**config.mk**
```make
export PLATFORM = sky130hd
export DESIGN_NAME = memory_arbiter
export DESIGN_NICKNAME = d
export VERILOG_FILES = /design/src/rtl/memory_arbiter.sv
export SDC_FILE = /design/constraint.sdc
export NUM_CORES = 1
export LEC_CHECK = 0
export BUFFER_PORTS_ARGS = -buffer_cell sky130_fd_sc_hd__buf_2
export CORE_MARGIN = 2
export CORE_UTILIZATION = 45
export DETAILED_ROUTE_END_ITERATION = 7
export PLACE_DENSITY = 0.81
export RECOVER_POWER = 50
export SETUP_SLACK_MARGIN = 0.4
export SLEW_MARGIN = 15
export SYNTH_ARGS = -nofsm -noshare
export SYNTH_HDL_FRONTEND = slang
export SYNTH_SLANG_ARGS = --single-unit
```
**constraint.sdc**
```tcl
create_clock -name clock -period 2.3 [get_ports clock]
set_clock_uncertainty 0.2 [all_clocks]
set_input_delay 0.23 -clock clock [delete_from_list [all_inputs] [get_ports clock]]
set_output_delay 0.23 -clock clock [all_outputs]
set_load 0.02 [all_outputs]
```
**src/rtl/memory_arbiter.sv**
```systemverilog
// Multi-client memory arbiter: serialises NUM_PORTS valid/ready clients onto a
// single backing-memory port, one outstanding transaction at a time.
module memory_arbiter #(
  parameter int NUM_PORTS     = 2,
  parameter int ADDR_WIDTH    = 32,
  parameter int DATA_WIDTH    = 32,
  parameter int PRIORITY_MODE = 0
) (
  input  logic                             clock,
  input  logic                             reset_n,
  input  logic [NUM_PORTS-1:0]             port_request,
  input  logic [NUM_PORTS-1:0]             port_write,
  input  logic [NUM_PORTS*ADDR_WIDTH-1:0]  port_address,
  input  logic [NUM_PORTS*DATA_WIDTH-1:0]  port_write_data,
  output logic [NUM_PORTS-1:0]             port_done,
  output logic [DATA_WIDTH-1:0]            port_read_data,
  output logic [NUM_PORTS-1:0]             port_stall,
  output logic                             mem_valid,
  output logic                             mem_write,
  output logic [ADDR_WIDTH-1:0]            mem_address,
  output logic [DATA_WIDTH-1:0]            mem_write_data,
  input  logic                             mem_ready,
  input  logic                             mem_response_valid,
  input  logic [DATA_WIDTH-1:0]            mem_read_data
);

  localparam int PTR_W = (NUM_PORTS > 1) ? $clog2(NUM_PORTS) : 1;
  localparam logic [PTR_W-1:0] LAST_ID = PTR_W'(NUM_PORTS - 1);
  localparam logic [NUM_PORTS-1:0] PORT_ONE = NUM_PORTS'(1);

  typedef enum logic [1:0] {
    IDLE,
    ISSUE,
    WAIT,
    RESPOND
  } state_t;

  state_t           state;
  logic [PTR_W-1:0] pointer;
  logic [PTR_W-1:0] active_id;
  logic [PTR_W-1:0] winner_id;
  logic             any_request;

  // Scan from the pointer (round-robin) or from index 0 (fixed priority), wrapping.
  always_comb begin
    int idx;
    logic [PTR_W-1:0] cand;
    idx         = 0;
    cand        = '0;
    winner_id   = '0;
    any_request = 1'b0;
    for (int k = 0; k < NUM_PORTS; k++) begin
      idx = (PRIORITY_MODE != 0) ? k : int'(pointer) + k;
      if (idx >= NUM_PORTS) idx = idx - NUM_PORTS;
      cand = PTR_W'(idx);
      if (!any_request && port_request[cand]) begin
        any_request = 1'b1;
        winner_id   = cand;
      end
    end
  end

  always_ff @(posedge clock or negedge reset_n) begin
    if (!reset_n) begin
      state          <= IDLE;
      pointer        <= '0;
      active_id      <= '0;
      port_done      <= '0;
      port_read_data <= '0;
      mem_valid      <= 1'b0;
      mem_write      <= 1'b0;
      mem_address    <= '0;
      mem_write_data <= '0;
    end else begin
      port_done <= '0;
      case (state)
        IDLE: begin
          if (any_request) begin
            active_id      <= winner_id;
            mem_address    <= port_address[winner_id*ADDR_WIDTH +: ADDR_WIDTH];
            mem_write_data <= port_write_data[winner_id*DATA_WIDTH +: DATA_WIDTH];
            mem_write      <= port_write[winner_id];
            mem_valid      <= 1'b1;
            state          <= ISSUE;
          end
        end
        ISSUE: begin
          if (mem_ready) begin
            mem_valid <= 1'b0;
            state     <= WAIT;
          end
        end
        WAIT: begin
          // Writes also complete through mem_response_valid but keep the old read data.
          if (mem_response_valid) begin
            if (!mem_write) port_read_data <= mem_read_data;
            port_done <= PORT_ONE << active_id;
            state     <= RESPOND;
          end
        end
        RESPOND: begin
          if (PRIORITY_MODE == 0)
            pointer <= (active_id == LAST_ID) ? '0 : active_id + 1'b1;
          state <= IDLE;
        end
        default: state <= IDLE;
      endcase
    end
  end

  assign port_stall = port_request & ~port_done;

endmodule

```
==> results.yml <==
sta:
  max_freq_ghz: 0.514
  hold_violations: 0
  worst_pin_slew_ps: 1070
  finalSetupViolCount: 0
  slew_viol_final: 0
  whs_ps: 190
  setup_tns_ps: 0
  setup_ws_ps: 356
  finalCriticalPeriod_ps: 1940
  maxSlewHeadroom_pct: 28.7
  min_period_over_period_pct: 84.5
  rsz0062_at_grt: "yes"
final_layout:
  nets: 1060
  area_delta_synth_final_pct: 67.6
  drive_gt1_share_pct: 32.7
  final_area_sq_mm: 0.00813
  fin_cells: 1032
  fillerInstances: 594
logic_synthesis:
  synthFlopType: "dfrtp_1"
  muxShareOfSynthArea_pct: 9.97
  synth_xor_area_share_pct: 0
  synth_compound_area_share_pct: 16.2
  synth_cell_types: 29
  avgSynthCellArea_sq_um: 10.2
  synth_fa_ha_area_share_pct: 1.03
  syn_nets: 646
  synth-simple-area-share_pct: 12.9
  syn_area_sq_mm: 0.00485
  synth_edf_count: 0
  yosys_warnings: 0
  syn_inst: 474
  synth_top_family_by_area: "compound AO/OA/AOI/OAI gates"
  yosys_register_bits: 104
  synthArstFlopShare_pct: 100
  yosysSeqAreaShare_pct: 53.6
detailed_routing:
  first_pass_iters: 6
  remaining_drc_errors: 0
  drt-total-wl_um: 20800
  wl_per_cell_um: 20.2
  routed_via_density: 5.88
  num_vias: 6065
  drt_iter0_markers: 566
  ant_nets: 0
worst_setup_path:
  reg2reg_to: "port_read_data[11]"
  cp-start-kind: "flip-flop"
  cp-endpoint: "port_read_data[11]"
  critical_path.reg2reg.startpoint: "state[0]"
  r2r_slack_ps: 360
  cp_data_arrival_time_ps: 1980
  cp_data_required_time_ps: 2340
  worstSetupPathType: "reg2reg"
  crit_start: "state[0]"
  cp_max_fo: 24
  end_kind: "flip-flop"
  reg2reg_depth: 6
pwr:
  p_seq_share_pct: 35.8
  clkPwrFrac_pct: 12.7
  switchingPower_mw: 4.24
  leakage_nw: 3.80
  p_comb_share_pct: 51.6
  vdd.ir_drop.worst_v: 0.000666
  p_sw_share_pct: 44.8
  internal_power_mw: 5.22
  powerDensity_mw_per_mm2: 1160
floorplanning:
  die_w_um: 108
  start_util_pct: 46.6
  die_y_um: 108
  fp.dieArea_sq_mm: 0.0116
  coreArea_sq_mm: 0.0104
  rows: 37
  pin_count: 270
grt:
  grt_pass1_wl_um: 31900
  grt_max_degree: 51
  antenna_found_initial: 0
  grt_pass1_vias: 6256
  track_usage_pct: 35.5
  grt.overflow.total: 0
cts:
  htreeDepth: 3
  numCtsBuffers: 9
  cts_tree: "yes"
  clock_latency_ps: 350
  clk_pin_slew_ps: 100
  clock-sinks: 104
  cts_buffer_depth: 2
  cts-root-buf: "clkbuf_8"
flow_run:
  maxCapViolCount: 0
placed_design:
  place_area_sq_mm: 0.00628
  io_buffer_count: 269
  place_hpwl_um: 10700
  placed_cells: 844
  dp_slack_ps: 176
  gp_congestion: 0.866
worst_hold_path:
  min_path_type: "in2reg"
  whs_path_depth: 3
outcome:
  run_status: "complete, no violations"
## power by group through the flow
stage / combinational (mW) / clock (mW) / sequential [mW]
CTS: 4.76 / 1.20 / 3.26
floorplan: 1.91 / 0 / 4.32
finish: 4.88 / 1.20 / 3.38
global route: 5.23 / 1.30 / 3.45
detailed placement: 4.47 / 0 / 3.30
global placement: 4.35 / 0 / 3.26
## cell usage after synthesis (2+ instances only)
| master | instances | area [sq um] |
|---|---|---|
| a31oi_1 | 65 | 407 |
| buf_12 | 3 | 60.1 |
| buf_2 | 23 | 115 |
| buf_6 | 2 | 22.5 |
| clkbuf_1 | 16 | 60.1 |
| clkbuf_2 | 2 | 10.0 |
| dfrtp_1 | 104 | 2600 |
| ha_1 | 4 | 50.1 |
| inv_1 | 6 | 22.5 |
| mux2_2 | 3 | 33.8 |
| mux2_4 | 30 | 450 |
| nand3_1 | 65 | 325 |
| nor2_1 | 71 | 267 |
| nor2b_1 | 2 | 12.5 |
| o21ai_0 | 58 | 290 |
| o21ai_1 | 7 | 35.0 |
## flip-flops by register name, summed over array words and instances, names as in the netlist
signal and flops:
active_id 1, mem_address 32, mem_valid 1, mem_write 1, mem_write_data 32, pointer 1, port_done 2, port_read_data 32
state 2
## layout make-up
class	count	area [sq um]	area share (%)
repair buffers	450	3140	38.6
flip-flops and latches	104	2600	32.0
multi-input cells	317	1990	24.4
well taps	136	170	2.09
clock buffers	11	151	1.86
clock inverters	4	52.6	0.646
inverters	6	22.5	0.277
diodes	4	10.0	0.123
## worst min-delay path by stage
stage	start	endpoint	slack [ps]
CTS	port_request[0]	mem_valid	110
global placement	reset_n	mem_address[21]	40
floorplan	reset_n	active_id	-270
finish	port_request[0]	mem_valid	190
global route	port_request[0]	mem_valid	210
detailed placement	reset_n	mem_address[21]	50
## layout by cell type, fill, tap and decap left out
master,n
clkbuf_8,11
o21ai_1,7
and2b_4,1
nand2_1,1
ha_1,3
o21a_4,1
nor2_1,71
dfrtp_1,104
nor2b_1,2
bufinv_16,1
buf_6,2
buf_2,220
inv_2,1
a21oi_1,1
nand2b_4,1
clkinv_4,1
a31oi_1,65
ha_2,1
dlygate4sd3_1,165
o21a_2,1
inv_6,1
o31ai_1,1
clkbuf_1,49
o32a_1,1
diode_2,4
a221oi_2,1
o2bb2ai_1,1
mux2_4,30
o21ai_0,58
inv_1,5
buf_12,6
clkbuf_2,1
or2_4,1
mux2_2,3
buf_4,7
o32ai_1,1
nand3_1,65
clkinv_2,1
## metal layers
metal  wire, um  vias up  global-route usage [%]
li1           -     2530                       -
met1       7240     2883                    41.0
met2      10400      511                    59.6
met3       1940      141                    7.69
met4       1300        0                    22.3
met5          0        -                       0
## worst max-delay path, stage by stage, from the launching register on
cell,delay [ps]
dfrtp_1,380
inv_1,90
ha_1,230
nand2_1,140
or2_4,290
buf_12,180
mux2_4,320
## cell families after synthesis
group                      Yosys count
AOI/OAI and AO/OA                  137
adders and majority gates            4
buffers and inverters               54
DFF                                104
muxes                               33
and+or+nand+nor                    142
## per-stage QoR
stage | total power [mW] | util, %
floorplan | 6.23 | -
global placement | 7.61 | 60.3
detailed placement | 7.77 | 60.3
CTS | 9.23 | 78.4
global route | 9.98 | 78.0
finish | 9.46 | 78.1
## timing repair
item / 4_1_cts / 5_1_grt
hold buffers: 165 / 0
cloned: 1 / 0
setup endpoints to repair: 38 / 88
pin swaps: 1 / 0
endpoints found under the hold margin: 136 / 0
gates resized for setup: 2 / 7
buffers inserted: 2 / 1
Note: power is estimated with default switching activity, not from simulation.
